==> config.mk <==
export PLATFORM = sky130hd
export DESIGN_NAME = lcd_byte_sequencer
export DESIGN_NICKNAME = d
export VERILOG_FILES = /design/src/rtl/lcd_pkg.sv /design/src/rtl/lcd_byte_sequencer.sv
export SDC_FILE = /design/constraint.sdc
export NUM_CORES = 1
export LEC_CHECK = 0
export BUFFER_PORTS_ARGS = -buffer_cell sky130_fd_sc_hd__buf_2
export CORE_MARGIN = 4
export CORE_UTILIZATION = 56
export CTS_CLUSTER_DIAMETER = 100
export DETAILED_ROUTE_END_ITERATION = 6
export PLACE_DENSITY = 0.81
export SETUP_SLACK_MARGIN = 0.4
export SLEW_MARGIN = 5
export SYNTH_ARGS = -nofsm -noshare
export SYNTH_HDL_FRONTEND = slang
export SYNTH_SLANG_ARGS = --single-unit
==> constraint.sdc <==
create_clock -name clk -period 3.15 [get_ports clk]
set_clock_uncertainty 0.15 [all_clocks]
set_input_delay 0.4725 -clock clk [delete_from_list [all_inputs] [get_ports clk]]
set_output_delay 0.4725 -clock clk [all_outputs]
set_load 0.05 [all_outputs]
==> src/rtl/lcd_pkg.sv <==
// Shared LCD definitions: PCF8574 bit map, HD44780 command codes, sequencer states.
// Latency: none (constants and pure helper functions only).
// Backpressure: not applicable.
package lcd_pkg;

  // PCF8574 backpack bit positions
  localparam int PCF_RS    = 0;
  localparam int PCF_RW    = 1;
  localparam int PCF_EN    = 2;
  localparam int PCF_BL    = 3;
  localparam int PCF_D_LSB = 4;

  // HD44780 commands
  localparam logic [7:0] CMD_CLEAR        = 8'h01;
  localparam logic [7:0] CMD_HOME         = 8'h02;
  localparam logic [7:0] CMD_HOME_ALT     = 8'h03;  // bit 0 of return-home is don't-care
  localparam logic [7:0] CMD_FUNC_4BIT_2L = 8'h28;
  localparam logic [7:0] CMD_DISP_ON      = 8'h0C;
  localparam logic [7:0] CMD_ENTRY_INC    = 8'h06;
  localparam logic [7:0] CMD_DDRAM_L1     = 8'h80;
  localparam logic [7:0] CMD_DDRAM_L2     = 8'hC0;

  typedef enum logic [1:0] {
    ST_IDLE      = 2'd0,
    ST_ISSUE     = 2'd1,
    ST_WAIT_DONE = 2'd2,
    ST_HOLD      = 2'd3
  } seq_state_t;

  // Assemble one PCF8574 byte; RW is always write (0).
  function automatic logic [7:0] pcf_byte(input logic [3:0] nib, input logic bl,
                                          input logic en, input logic rs);
    logic [7:0] b;
    b                        = '0;
    b[PCF_D_LSB +: 4]        = nib;
    b[PCF_BL]                = bl;
    b[PCF_EN]                = en;
    b[PCF_RW]                = 1'b0;
    b[PCF_RS]                = rs;
    return b;
  endfunction

  // Clear and return-home need the long execution delay.
  function automatic logic is_long_cmd(input logic [7:0] b);
    return (b == CMD_CLEAR) || (b == CMD_HOME) || (b == CMD_HOME_ALT);
  endfunction

endpackage

==> src/rtl/lcd_byte_sequencer.sv <==
// Splits one HD44780 byte into 4-bit PCF8574 writes (E high then E low per nibble) and enforces the execution delay.
// Latency: first i2c_start two clock edges after the accepting edge; in_ready returns one cycle after the selected hold.
// Backpressure: in_ready is high only in IDLE; each write waits for i2c_busy low before pulsing i2c_start.
module lcd_byte_sequencer
  import lcd_pkg::*;
#(
  parameter int unsigned SHORT_WAIT = 5000,
  parameter int unsigned LONG_WAIT  = 200000,
  parameter int unsigned INIT_WAIT  = 500000,
  parameter int unsigned TIMEOUT    = 4000000,
  parameter bit          BACKLIGHT  = 1'b1
) (
  input  logic       clk,
  input  logic       rst,
  input  logic       in_valid,
  output logic       in_ready,
  input  logic [7:0] in_byte,
  input  logic       in_rs,
  input  logic       in_nibble_only,
  output logic       i2c_start,
  output logic [7:0] i2c_data,
  input  logic       i2c_busy,
  input  logic       i2c_done,
  output logic       seq_idle,
  output logic       err
);

  seq_state_t  state_q, state_d;

  logic [7:0]  byte_q;
  logic        rs_q;
  logic        nib_q;
  logic [1:0]  phase_q;   // 0: hi E=1, 1: hi E=0, 2: lo E=1, 3: lo E=0
  logic [7:0]  data_q;
  logic        start_q;
  logic        err_q;
  logic [31:0] hold_cnt;
  logic [31:0] to_cnt;

  logic        accept;
  logic        issue;
  logic        advance;
  logic        to_hold;
  logic        abort;
  logic        last_phase;
  logic [31:0] wait_sel;
  logic [3:0]  cur_nib;

  assign in_ready  = (state_q == ST_IDLE);
  assign seq_idle  = (state_q == ST_IDLE);
  assign i2c_start = start_q;
  assign i2c_data  = data_q;
  assign err       = err_q;

  assign last_phase = nib_q ? (phase_q == 2'd1) : (phase_q == 2'd3);
  assign cur_nib    = phase_q[1] ? byte_q[3:0] : byte_q[7:4];

  // Select the post-transfer hold from the latched byte.
  always_comb begin
    wait_sel = 32'(SHORT_WAIT);
    if (nib_q) begin
      wait_sel = 32'(INIT_WAIT);
    end else if (!rs_q && is_long_cmd(byte_q)) begin
      wait_sel = 32'(LONG_WAIT);
    end
  end

  // State register.
  always_ff @(posedge clk or negedge rst) begin
    if (!rst) begin
      state_q <= ST_IDLE;
    end else begin
      state_q <= state_d;
    end
  end

  // Next state and single-cycle control strobes; done takes priority over timeout.
  always_comb begin
    state_d = state_q;
    accept  = 1'b0;
    issue   = 1'b0;
    advance = 1'b0;
    to_hold = 1'b0;
    abort   = 1'b0;
    case (state_q)
      ST_IDLE: begin
        if (in_valid) begin
          accept  = 1'b1;
          state_d = ST_ISSUE;
        end
      end
      ST_ISSUE: begin
        // Never start while the master is busy or still flagging a completion.
        if (!i2c_busy && !i2c_done) begin
          issue   = 1'b1;
          state_d = ST_WAIT_DONE;
        end
      end
      ST_WAIT_DONE: begin
        if (i2c_done) begin
          if (last_phase) begin
            to_hold = 1'b1;
            state_d = ST_HOLD;
          end else begin
            advance = 1'b1;
            state_d = ST_ISSUE;
          end
        end else if (({1'b0, to_cnt} + 33'd1) >= 33'(TIMEOUT)) begin
          abort   = 1'b1;
          state_d = ST_IDLE;
        end
      end
      ST_HOLD: begin
        // HOLD lasts max(wait_sel, 1) cycles.
        if (({1'b0, hold_cnt} + 33'd1) >= {1'b0, wait_sel}) begin
          state_d = ST_IDLE;
        end
      end
      default: state_d = ST_IDLE;
    endcase
  end

  // Latch the request and step through the nibble phases.
  always_ff @(posedge clk or negedge rst) begin
    if (!rst) begin
      byte_q  <= '0;
      rs_q    <= 1'b0;
      nib_q   <= 1'b0;
      phase_q <= 2'd0;
    end else if (accept) begin
      byte_q  <= in_byte;
      rs_q    <= in_rs;
      nib_q   <= in_nibble_only;
      phase_q <= 2'd0;
    end else if (advance) begin
      phase_q <= phase_q + 2'd1;
    end
  end

  // I2C byte, start pulse and error pulse; data only changes on issue so it is stable while waiting.
  always_ff @(posedge clk or negedge rst) begin
    if (!rst) begin
      data_q  <= pcf_byte(4'h0, BACKLIGHT, 1'b0, 1'b0);
      start_q <= 1'b0;
      err_q   <= 1'b0;
    end else begin
      start_q <= issue;
      err_q   <= abort;
      if (issue) begin
        data_q <= pcf_byte(cur_nib, BACKLIGHT, ~phase_q[0], rs_q);
      end
    end
  end

  // Saturating timeout counter, cleared on every issue.
  always_ff @(posedge clk or negedge rst) begin
    if (!rst) begin
      to_cnt <= '0;
    end else if (issue) begin
      to_cnt <= '0;
    end else if (state_q == ST_WAIT_DONE && to_cnt != '1) begin
      to_cnt <= to_cnt + 32'd1;
    end
  end

  // Saturating hold counter, cleared on entry to HOLD.
  always_ff @(posedge clk or negedge rst) begin
    if (!rst) begin
      hold_cnt <= '0;
    end else if (to_hold) begin
      hold_cnt <= '0;
    end else if (state_q == ST_HOLD && hold_cnt != '1) begin
      hold_cnt <= hold_cnt + 32'd1;
    end
  end

endmodule

# Yosys cells after proc, flatten, opt, wreduce, memory -nomap -nowiden
# Index checks and enable logic that the tools add are counted.
[classes] add_sub_neg=5 mul=0 n_div=0 magnitude_cmp=2 eq_ne=14 shift=0 mux=30 bitwise_logic=1 reduce_logical=14
[ops] cell="32-bit two-way mux" n=5
[ops] cell="32-bit by 1-bit adder with 33-bit output (second input constant)" n=2
[ops] cell="32-bit by 1-bit adder with 32-bit output (second input constant)" n=2
[ops] cell="32-bit inequality test (second input constant)" n=2
[ops] cell="33-bit by 22-bit >= comparator with 1-bit output (second input constant)" n=1
[ops] cell="33-bit by 32-bit >= comparator with 1-bit output" n=1
[ops] cell="18-bit two-way mux" n=1
[ops] cell="8-bit by 2-bit == test with 1-bit output (second input constant)" n=2
[ops] cell="2-bit two-way mux" n=8
[ops] cell="1-bit two-way mux" n=14
[ops] cell="8-bit by 1-bit == test with 1-bit output (second input constant)" n=1
[ops] cell="2-bit case mux with 4 select lines" n=1
[ops] cell="2-bit == test (second input constant)" n=3
[ops] cell="2-bit inequality test (second input constant)" n=3
[ops] cell="2-bit nonzero test" n=3
[ops] cell="2-bit by 1-bit == test with 1-bit output (second input constant)" n=2
[ops] cell="1-bit logical AND" n=4
[ops] cell="4-bit two-way mux" n=1
[ops] cell="4-bit AND reduction" n=1
[ops] cell="1-bit logical NOT" n=3
[ops] cell="3-bit inequality test (second input constant)" n=1
[ops] cell="2-bit by 1-bit adder with 2-bit output (second input constant)" n=1
[ops] cell="2-bit logical NOT" n=1
[ops] cell="1-bit logical OR" n=2
[ops] cell="1-bit NOT" n=1
[word_totals] reg_bits=86 latch_bits=0 mem_bits_rw=0 romBits=0 elab_cells=76 n_memories=0

# Longest topological paths before layout
[logic_depth] word_depth=9 depth_mapped=14

# Least setup slack after synthesis
# No wires, ideal clock.
[synth_path] kind="register to register" startpoint="register hold_cnt[2]" endpoint="register state_q[1]" setup_ns=0.124 arrival_time_ns=2.939 required_time_ns=2.876 setup_slack_ns=-0.063 path_stages_with_launch=14 n_path_buf=0 synth_period_minus_slack_ns=3.213 cell_sequence="dfrtp_1 > nand3_1 > or3_1 > nor2_1 > nand3_1 > xnor2_1 > ha_1 > nand2_1 > or4_1 > nor4_1 > nor4_1 > o211ai_1 > nor4_1 > a211o_1"
[synth_via] elab_chain_cells=4
[synth_rtl] element="start: declaration" line="lcd_byte_sequencer.sv:37" source="logic [31:0] hold_cnt;"
[synth_rtl] element="start signal: assignment" line="lcd_byte_sequencer.sv:173" source="hold_cnt <= hold_cnt + 32'd1;"
[synth_rtl] element="32-bit by 1-bit adder with 33-bit output" line="lcd_byte_sequencer.sv:115" source="if (({1'b0, hold_cnt} + 33'd1) >= {1'b0, wait_sel}) begin"
[synth_rtl] element="33-bit by 32-bit >= comparator with 1-bit output" line="lcd_byte_sequencer.sv:115"
[synth_rtl] element="2-bit inequality test (no source line)"
[synth_rtl] element="4-bit AND reduction (no source line)"
[synth_rtl] element="end signal: assignment" line="lcd_byte_sequencer.sv:73" source="state_q <= state_d;"
[synth_rtl] element="end: declaration" line="lcd_byte_sequencer.sv:28" source="seq_state_t state_q, state_d;"
# Every way passes these cells.
# A chain may end at the register's enable or synchronous reset.

# Worst setup path in the final report
[layout_path] startpoint="register hold_cnt[3]" endpoint="register state_q[1]"
# Same word-level chain as after synthesis.

==> out/metrics.yaml <==
outcome: "finished with violations"
violations: "negative setup slack"
placed_area_sq_um: 6170
cts_tree: "done"
fp.dieW_um: 109
final_nets: 758
cts.sinks: 86
synth_cells: 671
detail_route.wl_per_cell_um: 17.3
hold_violations: 0
fin_area_sq_um: 6800
cts-buffers-inserted: 9
n_antenna_cell: 0
htree_levels: 3
r2r_end: "state_q[1]"
worst_path_max_delay_cell: "dfrtp_1"
max_stage_delay_ns: 0.41
path_class: "reg -> reg"
dp_hpwl_um: 9850
drt-total-wl_um: 15000
worstSetupEndpointType: "flop"
wl_met1_um: 6460
synthToLayoutAreaGrowth_pct: 18.9
antenna_found_initial: 0
clock_latency_ns: 0.38
worstPathArrival_ns: 3.32
syn-num-nets: 701
critPathMostFrequentCell: "nand4_1"
met2WireLength_um: 7290
io_buffers: 24
drc: 0
wl_met3_um: 846
r2r-start: "hold_cnt[3]"
ir_drop_v: 0.000544
fin_ws_ns: -0.0552
grt_start_max_net_pins: 87
cts_root_buffer: "clkbuf_8"
worst_pin_slew_ns: 1.09
cp-start-kind: "flop"
firstDrtPassIters: 5
first_global_vias: 5268
routed_via_density: 6.37
power_leakage_nw: 2.97
ant_nets: 0
slew_violations: 0
grt_pass1_wl_um: 24700
cts_buffer_depth: 2
clk_pin_slew_worst_paths_ns: 0.09
core_sq_um: 9860
drive_above_1_share: 0.248
ys_warn_count: 0
avgSynthCellArea_sq_um: 8.52
yosys_register_bits: 86
crit_end: "state_q[1]"
route.top_layer_used: "met4"
hp-class: "in -> async"
rows: 36
synth-async-reset-ratio: 1.00
path_cells: "nand4_1 -> buf_4 -> nor3_2 -> buf_4 -> nand4_1 -> xnor2_2 -> ha_1 -> nand4_1 -> or3_1 -> a211o_1 -> a31oi_2 -> nor4_2 -> a211o_1"
grt_usage: 0.257
synth_edf_count: 0
reg2reg_depth: 13
ctsHoldBuffers: 0
power_density_nw_per_um2: 630
cp_data_required_time_ns: 3.27
crit_path_max_fanout: 4
start_util: 0.580
max_freq_mhz: 312
fin_crit_sh: 1.02
maxCapViolations: 0
die_h_um: 109
num_vias: 5519
layout_min_cycle_time_ns: 3.21
finalPower_mw: 4.28
synthFlopType: "dfrtp_1"
io_pins: 27
syn-cell-area_sq_um: 5720
setup_viol: 1
ys_seq_area_frac: 0.376
drt_first_iter_violations: 585
rsz0062_at_grt: "yes"
gp_congestion: 0.916
grt_overflow: 0
ff2ff_setup_slack_ns: -0.06
synth_cell_types: 62
die_area_sq_um: 11900
slew_headroom: 0.274
cp-startpoint: "hold_cnt[3]"
## worst max-delay path: cells and delay by family (launching register included)
family / cells / cell delay [ns]
adder cells (fa/ha/maj): 1 / 0.31
AND/OR/NAND/NOR: 6 / 1.05
AO/OA/AOI/OAI: 3 / 0.64
flip-flops: 1 / 0.41
XOR/XNOR: 1 / 0.18
buffers and inverters: 2 / 0.35
## per-stage QoR
step                cells   util  worst slack, ns  hold WS (ns)  setup TNS (ns)
floorplan             671      -            0.107        0.0269               0
global placement      826  0.625           0.0231         0.311               0
detailed placement    826  0.625          -0.0813         0.319         -0.0854
CTS                   852  0.665           0.0501         0.145               0
global route          866  0.689           -0.159         0.165          -0.253
finish                866  0.689          -0.0552         0.152         -0.0552
## worst min path at each step
stage / startpoint / end / slack, ns / cells past startpoint
finish: rst / hold_cnt[25] / 0.15 / 1
global route: in_byte[3] / byte_q[3] / 0.16 / 2
CTS: in_nibble_only / nib_q / 0.15 / 3
detailed placement: i2c_data[0] / i2c_data[0] / 0.32 / 2
global placement: i2c_data[0] / i2c_data[0] / 0.31 / 2
floorplan: rst / byte_q[0] / 0.03 / 0
## report_power, final
part           internal [mW]  total [mW]  switching [mW]  leakage [nW]
clock network          0.378       0.823           0.446         0.106
logic                  0.755        1.84            1.08          1.73
registers               1.34        1.62           0.282          1.13
total                   2.47        4.28            1.81          2.97
## final cells by class
cell class	count	area, sq um
clock buffers	9	124
clock inverters	7	81.3
fillers	713	3070
well taps	133	166
inverters	8	30.0
repair buffers	88	653
flip-flops and latches	86	2160
multi-input cells	535	3580
## cell usage in the layout, fill, tap and decap left out, types with 4 or more instances in the layout
cell type / n
nor4_2: 5
clkbuf_8: 9
a31oi_1: 5
o21ai_0: 76
buf_4: 60
nand2_1: 60
or3_1: 8
a21oi_1: 27
mux2i_1: 7
mux2_2: 12
nand4_1: 24
nand3_1: 31
nor4_4: 4
and4_1: 8
o41ai_1: 9
and2_1: 9
buf_2: 23
o31ai_1: 30
ha_1: 13
inv_1: 8
nor3_1: 5
xor2_1: 12
nor2b_1: 4
dfrtp_2: 10
nor2_1: 61
nand3_2: 7
dfrtp_1: 76
nand2b_1: 8
and3_1: 15
and2_0: 7
xnor2_1: 17
nor3_2: 5
## cell families after synthesis
family | Yosys count | synth area share
adders and majority gates | 15 | 0.0328
buffers and inverters | 50 | 0.0398
xor gates and xnor gates | 32 | 0.0490
DFF | 86 | 0.376
AOI/OAI and AO/OA | 174 | 0.185
muxes | 20 | 0.0379
other | 2 | 0.00131
and+or+nand+nor | 292 | 0.277
## per-layer routing
| metal | vias up | track usage |
|---|---|---|
| li1 | 2582 | - |
| met2 | 211 | 0.416 |
| met4 | 0 | 0.110 |
| met1 | 2682 | 0.344 |
| met5 | - | 0 |
| met3 | 44 | 0.0379 |
## what timing repair did
action	CTS	global route
pin swaps	5	7
gates cloned	0	1
gates resized for setup	25	27
endpoints found under the setup margin	31	56
buffers inserted	10	13
## cells in the mapped netlist, types with 3 or more instances
master     n  area share
a21oi_1   28       0.025
a31o_2     3      0.0046
a31oi_1    6      0.0066
and2_0     7      0.0077
and2_1    10       0.011
and3_1    18       0.020
and4_1     9       0.014
buf_2     15       0.013
buf_4      5      0.0066
clkbuf_1  18       0.012
dfrtp_1   86        0.38
ha_1      15       0.033
inv_1      8      0.0053
mux2_2    13       0.026
mux2i_1    7       0.012
nand2_1   61       0.040
nand2b_1   8      0.0088
nand3_1   36       0.032
nand4_1   24       0.026
nor2_1    64       0.042
nor2b_1    4      0.0044
nor3_1     9      0.0079
nor4_1     9      0.0098
o211ai_1   3      0.0039
o21a_1     4      0.0053
o21ai_0   77       0.067
o31ai_1   30       0.039
o41ai_1    9       0.014
or2_2      3      0.0033
or3_1     10       0.011
xnor2_1   18       0.028
xor2_1    14       0.021
## registers in the layout, indices dropped and copies added (netlist names)
signal,count
state_q,2
err,1
to_cnt,32
i2c_data,6
i2c_start,1
rs_q,1
phase_q,2
nib_q,1
hold_cnt,32
byte_q,8
Note: power is estimated with default switching activity, not from simulation.
